==> src/rtl/reset_seq_pkg.sv <==
// Shared types and default constants for the reset release sequencer.
// Sizing helpers keep port and counter widths consistent across files.
package reset_seq_pkg;

   localparam int DEF_SYNC_STAGES = 2;
   localparam int DEF_NUM_DOMAINS = 3;
   localparam int DEF_GAP_CYCLES  = 16;
   localparam int DEF_ACK_TIMEOUT = 1023;

   typedef enum logic [2:0] {
      HOLD,
      RELEASE,
      WAIT_ACK,
      GAP,
      RUN,
      FAULT
   } seq_state_t;

   function automatic int idx_width(input int n);
      return (n > 1) ? $clog2(n) : 1;
   endfunction

   // Wide enough to hold the larger of the two load values without wrapping.
   function automatic int cnt_width(input int gap, input int ack);
      return $clog2(((gap > ack) ? gap : ack) + 1);
   endfunction

endpackage

==> src/rtl/reset_sync.sv <==
// Reset synchroniser: asserts immediately, releases after STAGES clock edges.
// Its output is the only reset seen by the sequencer logic.
module reset_sync #(
   parameter int STAGES = 2
) (
   input  logic clock,
   input  logic reset,
   output logic reset_sync_n
);

   logic [STAGES-1:0] sync_q;

   // NOTE: the asynchronous clear makes assertion immediate; the shift chain
   // only delays the release, so downstream flops never leave reset near an edge.
   always_ff @(posedge clock or negedge reset) begin
      if (!reset) begin
         sync_q <= '0;
      end else begin
         sync_q <= {sync_q[STAGES-2:0], 1'b1};
      end
   end

   assign reset_sync_n = sync_q[STAGES-1];

endmodule

==> src/rtl/reset_release_seq.sv <==
// Releases NUM_DOMAINS resets one at a time, waiting for each acknowledge,
// with a single shared down-counter timing both the gaps and the ack timeout.
module reset_release_seq
   import reset_seq_pkg::*;
#(
   parameter int SYNC_STAGES = DEF_SYNC_STAGES,
   parameter int NUM_DOMAINS = DEF_NUM_DOMAINS,
   parameter int GAP_CYCLES  = DEF_GAP_CYCLES,
   parameter int ACK_TIMEOUT = DEF_ACK_TIMEOUT
) (
   input  logic                                 clock,
   input  logic                                 reset,
   input  logic                                 io_terminate,
   input  logic                                 io_soft_reset_req,
   input  logic [NUM_DOMAINS-1:0]               io_domain_ready,
   output logic [NUM_DOMAINS-1:0]               io_domain_reset,
   output logic                                 io_done,
   output logic                                 io_fault,
   output logic [idx_width(NUM_DOMAINS)-1:0]    io_fault_domain
);

   localparam int IDX_W = idx_width(NUM_DOMAINS);
   localparam int CNT_W = cnt_width(GAP_CYCLES, ACK_TIMEOUT);

   localparam logic [IDX_W-1:0] LAST_IDX  = IDX_W'(NUM_DOMAINS - 1);
   localparam logic [CNT_W-1:0] GAP_LOAD  = CNT_W'(GAP_CYCLES);
   localparam logic [CNT_W-1:0] HOLD_LOAD = CNT_W'(GAP_CYCLES - 1);
   localparam logic [CNT_W-1:0] ACK_LOAD  = CNT_W'(ACK_TIMEOUT);
   localparam logic [CNT_W-1:0] CNT_ONE   = CNT_W'(1);

   logic             rst_sync_n;
   seq_state_t       state;
   logic [CNT_W-1:0] cnt;
   logic [IDX_W-1:0] idx;
   logic             terminate_q;
   logic             terminate_rise;

   reset_sync #(
      .STAGES       (SYNC_STAGES)
   ) u_reset_sync (
      .clock        (clock),
      .reset        (reset),
      .reset_sync_n (rst_sync_n)
   );

   assign terminate_rise = io_terminate & ~terminate_q;

   // NOTE: all state and outputs use non-blocking assignments so every branch
   // below reads the pre-edge values, regardless of statement order.
   always_ff @(posedge clock or negedge rst_sync_n) begin
      if (!rst_sync_n) begin
         state           <= HOLD;
         cnt             <= '0;
         idx             <= '0;
         terminate_q     <= 1'b0;
         io_domain_reset <= '1;
         io_done         <= 1'b0;
         io_fault        <= 1'b0;
         io_fault_domain <= '0;
      end else begin
         terminate_q <= io_terminate;

         case (state)
            // A zero count marks the first HOLD cycle, so entry from reset,
            // RUN and FAULT all share the same GAP_CYCLES-long hold.
            HOLD: begin
               idx <= '0;
               if (cnt == CNT_ONE || (cnt == '0 && GAP_CYCLES == 1)) begin
                  cnt   <= '0;
                  state <= RELEASE;
               end else if (cnt == '0) begin
                  cnt <= HOLD_LOAD;
               end else begin
                  cnt <= cnt - 1'b1;
               end
            end

            RELEASE: begin
               io_domain_reset[idx] <= 1'b0;
               cnt                  <= ACK_LOAD;
               state                <= WAIT_ACK;
            end

            // Ready on the final allowed cycle wins over the timeout.
            WAIT_ACK: begin
               if (io_domain_ready[idx]) begin
                  cnt   <= GAP_LOAD;
                  state <= GAP;
               end else if (cnt == CNT_ONE) begin
                  cnt             <= '0;
                  io_domain_reset <= '1;
                  io_fault        <= 1'b1;
                  io_fault_domain <= idx;
                  state           <= FAULT;
               end else begin
                  cnt <= cnt - 1'b1;
               end
            end

            GAP: begin
               if (cnt == CNT_ONE) begin
                  cnt <= '0;
                  if (idx == LAST_IDX) begin
                     io_done <= 1'b1;
                     state   <= RUN;
                  end else begin
                     idx   <= idx + 1'b1;
                     state <= RELEASE;
                  end
               end else begin
                  cnt <= cnt - 1'b1;
               end
            end

            RUN: begin
               if (terminate_rise || io_soft_reset_req) begin
                  cnt             <= '0;
                  io_domain_reset <= '1;
                  io_done         <= 1'b0;
                  state           <= HOLD;
               end
            end

            FAULT: begin
               if (io_soft_reset_req) begin
                  cnt      <= '0;
                  io_fault <= 1'b0;
                  state    <= HOLD;
               end
            end

            default: begin
               cnt             <= '0;
               io_domain_reset <= '1;
               io_done         <= 1'b0;
               state           <= HOLD;
            end
         endcase
      end
   end

endmodule

==> config.mk <==
export PLATFORM = sky130hd
export DESIGN_NAME = reset_release_seq
export DESIGN_NICKNAME = d
export VERILOG_FILES = /design/src/rtl/reset_seq_pkg.sv /design/src/rtl/reset_sync.sv /design/src/rtl/reset_release_seq.sv
export SDC_FILE = /design/constraint.sdc
export NUM_CORES = 1
export LEC_CHECK = 0
export ABC_CLOCK_PERIOD_IN_PS = 1000
export BUFFER_PORTS_ARGS = -buffer_cell sky130_fd_sc_hd__buf_2
export CAP_MARGIN = 5
export CORE_ASPECT_RATIO = 0.7
export CORE_MARGIN = 1.5
export CORE_UTILIZATION = 57
export CTS_CLUSTER_DIAMETER = 100
export CTS_CLUSTER_SIZE = 40
export DETAILED_ROUTE_END_ITERATION = 8
export GPL_ROUTABILITY_DRIVEN = 1
export PLACE_DENSITY = 0.84
export SYNTH_ARGS = -nofsm -noshare
export SYNTH_HDL_FRONTEND = slang
export SYNTH_SLANG_ARGS = --single-unit
export TNS_END_PERCENT = 20
==> constraint.sdc <==
create_clock -name clock -period 1 [get_ports clock]
set_clock_uncertainty 0.1 [all_clocks]
set_input_delay 0 -clock clock [delete_from_list [all_inputs] [get_ports clock]]
set_output_delay 0 -clock clock [all_outputs]
set_load 0.02 [all_outputs]
* Yosys cells after proc, flatten, opt, wreduce, memory -nomap -nowiden
Cells that the tools add are included.
Widths: inputs -> output; s select.
** Cells by class
- Order comparisons :: 2
- $add $sub $neg :: 2
- Reductions and logical operators :: 15
- Mux-type cells :: 34
- Equal/unequal tests :: 16
- Bitwise logic cells :: 7
** Operators with widths (number)
- $mux 10 :: 6
- $pmux 10 s6 :: 1
- $mux 3 :: 10
- $pmux 3 s6 :: 1
- $ne 2x2->1 const B :: 8
- $pmux 3 s4 :: 1
- $reduce_and 4->1 :: 3
- $eq 10x1->1 const B :: 1
- $logic_not 10->1 :: 1
- $sub 10x1->10 const B :: 1
- $mux 1 :: 8
- $eq 3x2->1 const B :: 2
- $eq 3x3->1 const B :: 2
- $reduce_and 3->1 :: 2
- $reduce_and 5->1 :: 1
- $mux 2 :: 2
- $not 1->1 :: 4
- $pmux 2 s2 :: 1
- $reduce_bool 2->1 :: 2
- $reduce_or 4->1 :: 1
- $and 3x3->3 :: 1
- $eq 3x1->1 const B :: 1
- $logic_not 3->1 :: 1
- $lt 2x3->1 const B :: 1
- 14 further kinds :: 14
** Storage, ports and cells
- Bits of input ports :: 7
- Bits in registers :: 25

* Logic depth before layout (Yosys ltp)
Gate-level depths: netlist of run 1.
- Word-level depth :: 7
- Mapped depth :: 8

* By module
From an unflattened synthesis of run 1, not the netlist that was laid out.
** Unflattened totals
- Cells, all modules :: 148
- Area, all modules :: 1468.9 um^2
** Modules (own cells, without submodules)
- reset_release_seq :: times used 1, area an instance 1415.1 um^2, cells an instance 145
- reset_sync :: times used 1, area an instance 53.8 um^2, cells an instance 3

* Least setup slack after synthesis of run 1
OpenSTA, ideal clock, no wires.
- Path kind :: register -> register
- Start :: register cnt[0]
- End :: register cnt[6]
- Setup time :: 126 ps
- Arrival time :: 1759 ps
- Data required time :: 774 ps
- Buffers on the path :: 0
- Cell stages (with the launch flop) :: 8
- Slack :: -985 ps
- Cell sequence :: dfrtp_1 inv_1 ha_1 or3b_1 nor4_2 or3_1 a21boi_2 a221o_1
** On the way
- Longest elaborated chain between the ends :: 4
** RTL lines
- start, declared :: line reset_release_seq.sv:33 : logic [CNT_W-1:0] cnt;
- start signal, assigned :: line reset_release_seq.sv:74 : cnt <= cnt - 1'b1;
- start signal, assigned :: line reset_release_seq.sv:96 : cnt <= cnt - 1'b1;
- start signal, assigned :: line reset_release_seq.sv:111 : cnt <= cnt - 1'b1;
- $sub 10x1->10 (tied with other cells) :: line reset_release_seq.sv:74, reset_release_seq.sv:96, reset_release_seq.sv:111
- $mux 10 (on tied branches) :: line reset_release_seq.sv:89, reset_release_seq.sv:101, reset_release_seq.sv:71
- $mux 10 (on tied branches) :: line reset_release_seq.sv:86, reset_release_seq.sv:68
- $pmux 10 s6 * :: line reset_release_seq.sv:63 : case (state)
Mark *: on every way between the ends. The rest lies on a longest branch, timed or not.
A chain may end at the register's enable or synchronous reset.

* Worst setup path in the final report of run 1
- Start :: register cnt[0]
- End :: register cnt[7]
Same word-level chain as after synthesis.

==> out/results.ini, run 1 <==
[cts]
cts_root_buf = clkbuf_4
clock_sinks = 25
cts.clk_slew.worst_paths_ns = 0.14
numCtsBuffers = 3
clock_latency_ns = 0.33
htreeDepth = 1
clk_path_buf_depth = 2
cts_tree = built

[power]
internal-power_mw = 3.801
switching_power_mw = 3.509
p_leak_nw = 1.053
p_comb_share_pct = 68.2
clock_power_share_pct = 6.5
seqPwrFrac_pct = 25.3
vdd_drop_max_mv = 2.247
power_mw = 7.309
powerDensity_nw_per_um2 = 3355
p_sw_share_pct = 48.00

[yosys]
yosysSeqAreaShare_pct = 44.40
netlist_instances = 148
async_reset_ff_share_pct = 100.0
synth_edf_count = 0
synth_compound_area_share_pct = 22.42
ys_warn_count = 0
synthAdderAreaFrac_pct = 4.413
ys_ff_latch = 25
syn-cell-area_um2 = 1418
synth_top_family_by_area = compound AO/OA/AOI/OAI gates
syn-num-nets = 160
synthXorXnorAreaFrac_pct = 1.853
synth_mux_area_share_pct = 2.383
synth_flop_cell = dfrtp_1
synthSimpleGateAreaFrac_pct = 20.74
ys_types = 47
syn-mean-instance-area_um2 = 9.578

[grt]
grt_util_all_layers_pct = 44.56
grt_max_degree = 15
grt_pass1_wl_mm = 8.963
grt_pass1_vias = 1786
antenna_found_initial = 0
grt_overflow = 0

[route]
drc_errors = 104
wl_mm = 7.391
drtIter0Drc = 448
vias = 1882
ant_nets = 0
routedWlPerCell_um = 29.45
dr.pass1.iters = 9
vias_per_cell = 7.498

[timing]
period_share_pct = 219.7
hold_violations = 0
layout_setup_ws_ns = -1.197
max_freq_mhz = 455.2
hold_ws_ns = 0.07549
finalCriticalPeriod_ns = 2.197
setup_viol = 29
setup_tns_ns = -21.43
slew_viol_final = 0
rsz0062_at_grt = yes

[worst_setup_path]
cp-start-kind = register
r2r_cells = 7
r2r_start = cnt[0]$_DFFE_PN0P_
worstSetupPathType = register to register
critPathRequiredTime_ns = 1.11
cp.arrival_ns = 2.31
path_max_fanout = 5
r2r-end = cnt[7]$_DFFE_PN0P_
cp-end-kind = register
r2r_slack_ns = -1.20

[hold_path]
hold_path_class = input port to register
min_path_cells = 4
min-delay-start = io_soft_reset_req
min_to = io_fault$_DFFE_PN0P_

[placed_design]
hpwl_mm = 3.704
place_congestion = 0.9860
placed_area_um2 = 1953
dp_slack_ns = -1.036
placed_cells = 242
portBuffers = 13

[floorplan]
die_w_um = 62.61
die_area_um2 = 2800
io_pins = 14
core_area_um2 = 2242
rows = 14
start_util_pct = 63.23
die-height_um = 44.73

[run_status]
status = finished with violations
violations = DRC, setup timing

[finish]
final_cell_mix = buf_4 (52), dfrtp_1 (20), nand2_1 (15), buf_2 (10), nor2_1 (9)
area_growth_pct = 53.66
fin_util_pct = 97.15
final_common_cell = buf_4
layout.nets = 232
final_cells = 251
design_area_um2 = 2178
layout-drive-gt1-share_pct = 48.86
antenna_cells = 0

[job]
drv_cap = 0

==> what timing repair did <==
item / 4_1_cts / 5_1_grt
hold buffers: 3 / 0
setup endpoints to repair: 27 / 29
pin swaps: 1 / 8
resized for setup: 15 / 22
hold endpoints to repair: 3 / 0
setup buffers: 1 / 2
==> power by group through the flow <==
stage / Sequential (mW) / Combinational (mW) / Clock, mW
after global routing: 1.87 / 5.10 / 0.522
after detailed placement: 1.74 / 3.58 / 0
after floorplan: 1.88 / 1.71 / 0
final: 1.85 / 4.98 / 0.476
after global placement: 1.69 / 3.34 / 0
after CTS: 1.74 / 3.91 / 0.469
==> per-layer routing <==
metal | wire (um) | share of wire [%] | vias up | track usage, %
li1 | - | - | 679 | -
met1 | 2329 | 32 | 843 | 49.34
met2 | 3012 | 41 | 249 | 72.69
met3 | 1157 | 16 | 111 | 16.71
met4 | 892 | 12 | 0 | 34.22
met5 | 0 | 0 | - | 0
==> area by class of cell <==
cell class / instances / area (um2)
Clock buffer: 3 / 22.52
Timing Repair Buffer: 72 / 549.3
Inverter: 8 / 30.03
Fill cell: 41 / 63.81
Clock inverter: 1 / 5.005
Tap cell: 32 / 40.04
Sequential cell: 25 / 631.9
Multi-Input combinational cell: 110 / 899.6
==> critical path, stage by stage, from the launching register on <==
cell and delay (ns):
dfrtp_1 0.45, inv_2 0.10, ha_4 0.14, or3b_4 0.44
nor4_4 0.19, or3_4 0.19, a21boi_4 0.08, a221o_1 0.37
==> cells by family (layout without fill, tap and decap cells) <==
family / after synthesis / in the layout
adder cells (fa/ha/maj): 5 / 5
buffers and inverters: 13 / 84
other: 1 / 1
AND/OR/NAND/NOR: 53 / 53
flip-flops: 25 / 25
AO/OA/AOI/OAI: 45 / 45
XOR/XNOR: 3 / 3
multiplexers: 3 / 3
==> state kept, by name (all words and copies together) (netlist names) <==
register and count:
cnt 10, idx 2, io_domain_reset 3, io_done 1
io_fault 1, io_fault_domain 2, state 3, terminate_q 1
u_reset_sync.sync_q 2
==> Yosys cell counts, drive strengths merged (2+ instances only) <==
| cell type | instances | area, um2 |
|---|---|---|
| dfrtp | 22 | 550.5 |
| nand2 | 15 | 56.30 |
| o21ai | 11 | 55.05 |
| nor2 | 9 | 33.78 |
| inv | 8 | 30.03 |
| a21oi | 7 | 38.79 |
| a21o | 5 | 37.54 |
| a221o | 5 | 50.05 |
| ha | 5 | 62.56 |
| nor3 | 5 | 30.03 |
| nor4 | 5 | 37.53 |
| clkbuf | 4 | 15.01 |
| nand2b | 4 | 25.02 |
| nor2b | 4 | 25.02 |
| dfstp | 3 | 78.83 |
| mux2 | 3 | 33.78 |
| a31oi | 2 | 12.51 |
| o21bai | 2 | 15.01 |
| o22a | 2 | 17.52 |
| o22ai | 2 | 12.51 |
| o31a | 2 | 17.52 |
| xor2 | 2 | 17.52 |
==> worst max-delay path by stage <==
stage | slack (ns) | start | to
3_5_place_dp | -1.04 | cnt[7]$_DFFE_PN0P_ | cnt[9]$_DFFE_PN0P_
3_3_place_gp | -0.91 | cnt[7]$_DFFE_PN0P_ | cnt[9]$_DFFE_PN0P_
2_1_floorplan | -0.93 | cnt[0]$_DFFE_PN0P_ | cnt[7]$_DFFE_PN0P_
6_report | -1.20 | cnt[0]$_DFFE_PN0P_ | cnt[7]$_DFFE_PN0P_
4_1_cts | -1.04 | cnt[1]$_DFFE_PN0P_ | cnt[7]$_DFFE_PN0P_
5_1_grt | -1.38 | cnt[0]$_DFFE_PN0P_ | cnt[6]$_DFFE_PN0P_
No activity file was read; power rests on OpenSTA's default activity.
==> run 2: changes to the inputs <==
- CORE_MARGIN: 1.5 -> default
==> run 2 against run 1 <==
  * The run ends with setup timing left
  * Register-to-register slack better by 0.04 ns
  * Clock power shrank 5.9%
  * Die area is 3.8% lower
  * Setup slack improved by 0.040 ns
  * First-iteration DRC count down 34%
  * Final cell count decreased by 0.80%
  * Highest routed layer unchanged
  * Largest power group unchanged
  * Via count shrank 4.5%
  * Worst hold slack worse by 0.064 ns
  * Sequential power is essentially flat
  * Routed wire length decreased by 14%
  * Fmax up 1.9%
==> out/results.ini, run 2 (same netlist as run 1, synthesis figures left out) <==
[route]
drt-met1-wl_mm = 2.179  ; -6.4%
dr_wl_met3_um = 903  ; -22%
wl_mm = 6.365  ; -14%
routedWlPerCell_um = 25.56  ; -13%
top_layer = met4
vias_per_cell = 7.221  ; -3.7%
drtIter0Drc = 295  ; -34%
drc_errors = 0  ; -100%
ant_nets = 0  ; unchanged
vias = 1798  ; -4.5%
dr.pass1.iters = 6  ; -3
dr_wl_met2_mm = 2.695  ; -11%

[floorplan]
die_area_um2 = 2694  ; -3.8%
core_area_um2 = 2242  ; unchanged
start_util_pct = 63.23  ; unchanged
io_pins = 14  ; unchanged
die-height_um = 43.73  ; -2.2%
rows = 14  ; unchanged
die_w_um = 61.61  ; -1.6%

[cts]
numCtsBuffers = 3  ; unchanged
cts_root_buf = clkbuf_4
clock_sinks = 25  ; unchanged
cts.clk_slew.worst_paths_ns = 0.13  ; about the same
clock_latency_ns = 0.33  ; about the same
cts_tree = built
clk_path_buf_depth = 2  ; unchanged
htreeDepth = 1  ; unchanged

[grt]
grt_overflow = 0  ; unchanged
grt_pass1_vias = 1646  ; -7.8%
grt_util_all_layers_pct = 41.32  ; -3.2 points
grt_max_degree = 14  ; -1
antenna_found_initial = 0  ; unchanged
grt_pass1_wl_mm = 7.748  ; -14%

[finish]
layout.nets = 230  ; -0.86%
layout-drive-gt1-share_pct = 44.70  ; -4.2 points
final_cell_mix = buf_4 (53), dfrtp_1 (21), nand2_1 (13), nor2_1 (9), o21ai_1 (9)
final_common_cell = buf_4
regArea_um2 = 630.6  ; -0.20%
reg_top3 = cnt x10, io_domain_reset x3, state x3
multi_input_area_um2 = 855.8  ; -4.9%
design_area_um2 = 2125  ; -2.5%
max_flop_register = cnt
fin_util_pct = 94.75  ; -2.4 points
largest_register_ffs = 10  ; unchanged
area_growth_pct = 49.87
final_cells = 249  ; -0.80%
fillers = 66  ; +61%
antenna_cells = 0  ; unchanged

[timing]
setup_tns_ns = -20.63  ; +0.7950 ns
period_share_pct = 215.7  ; -4.0 points
max_freq_mhz = 463.7  ; +1.9%
rsz0062_at_grt = yes
hold_violations = 0  ; unchanged
slew_viol_final = 0  ; unchanged
setup_viol = 27  ; -6.9%
finalCriticalPeriod_ns = 2.157  ; -0.04010 ns
layout_setup_ws_ns = -1.157  ; +0.04010 ns

[worst_setup_path]
cp_slowest_stage_delay_ns = 0.59  ; +0.14 ns
crit_path_top_delay_cell = or4_4
r2r_start = cnt[6]$_DFFE_PN0P_
cp.arrival_ns = 2.28  ; -0.03 ns
path_cells = or4_4, nor4_4, or3_4, a21boi_4, a21oi_1, o21ai_1
cp-start-kind = register
path_max_fanout = 5  ; unchanged
critPathRequiredTime_ns = 1.13  ; +0.02 ns
cp-startpoint = cnt[6]$_DFFE_PN0P_
cp-end-kind = register
worstSetupPathType = register to register

[power]
power_mw = 6.817  ; -6.7%
seqPwrFrac_pct = 27.2  ; +1.9 points
vdd_drop_max_mv = 2.114  ; -5.9%
powerDensity_nw_per_um2 = 3209  ; -4.4%
switching_power_mw = 3.146  ; -10%
p_leak_nw = 1.027  ; -2.4%
p_sw_share_pct = 46.15  ; -1.8 points
internal-power_mw = 3.671  ; -3.4%
p_comb_share_pct = 66.3  ; -1.9 points
clock_power_share_pct = 6.6  ; about the same

[run_status]
violations = setup timing
status = finished with violations

[placed_design]
portBuffers = 13  ; unchanged
hpwl_mm = 3.281  ; -11%
placed_cells = 240  ; -0.83%
place_congestion = 1.009  ; +2.3%
placed_area_um2 = 1938  ; -0.77%

[hold_path]
hold_path_class = input port to register
min-delay-start = io_soft_reset_req

[job]
drv_cap = 0  ; unchanged

## run 2: layer usage
| layer | vias to the layer above | GRT usage (%) |
|---|---|---|
| met1 | 818 | 47.98 |
| met4 | 0 | 16.44 |
| met3 | 96 | 12.84 |
| met5 | - | 0 |
| li1 | 677 | - |
| met2 | 207 | 70.75 |
## run 2: area by class of cell
| type | instances | share of cell area [%] |
|---|---|---|
| clock buffer | 4 | 1.237 |
| inverter | 8 | 1.413 |
| multi-input combinational | 110 | 40.28 |
| sequential | 25 | 29.68 |
| tap | 32 | 1.885 |
| timing repair buffer | 70 | 25.50 |
## run 2: stage by stage
stage | hold WS, ns | setup WS, ns
final | 0.01184 | -1.157
after global routing | 0.01424 | -1.310
after CTS | -0.04850 | -1.017
after detailed placement | -0.3141 | -1.009
after global placement | -0.3166 | -0.9136
after floorplan | -0.3956 | -0.9334
## run 2: worst max-delay path: cells and delay by family, from the launching register on
kind               cells  cell delay [ns]
and+or+nand+nor        3             1.11
DFF                    1             0.42
AOI/OAI and AO/OA      3             0.41
## run 2: power groups by stage
stage | clock network (mW) | registers, mW | logic (mW)
floorplan | 0 | 1.88 | 1.71
global placement | 0 | 1.69 | 3.30
detailed placement | 0 | 1.74 | 3.50
CTS | 0.457 | 1.73 | 3.89
global route | 0.476 | 1.87 | 4.85
finish | 0.448 | 1.85 | 4.52
## run 2: path summary, 6_finish.rpt
| kind | cells after the start | slack (ns) | endpoint |
|---|---|---|---|
| min in group asynchronous | 1 | 0.12 | cnt[7]$_DFFE_PN0P_ |
| worst max register to register | 6 | -1.16 | cnt[5]$_DFFE_PN0P_ |
| worst max-delay path | 6 | -1.16 | cnt[5]$_DFFE_PN0P_ |
| worst min-delay path | 4 | 0.01 | state[0]$_DFFE_PN0P_ |
| worst min register to register | 1 | 0.12 | cnt[7]$_DFFE_PN0P_ |
| max in group asynchronous | 3 | 0.24 | u_reset_sync.sync_q[0]$_DFF_PN0_ |
## run 2: repair_timing
action                                  in CTS  in global routing
setup buffers                                2                  0
endpoints found under the hold margin        4                  0
endpoints found under the setup margin      27                 29
gates resized for setup                     22                  9
pin swaps                                    6                  1
hold buffers                                 3                  0
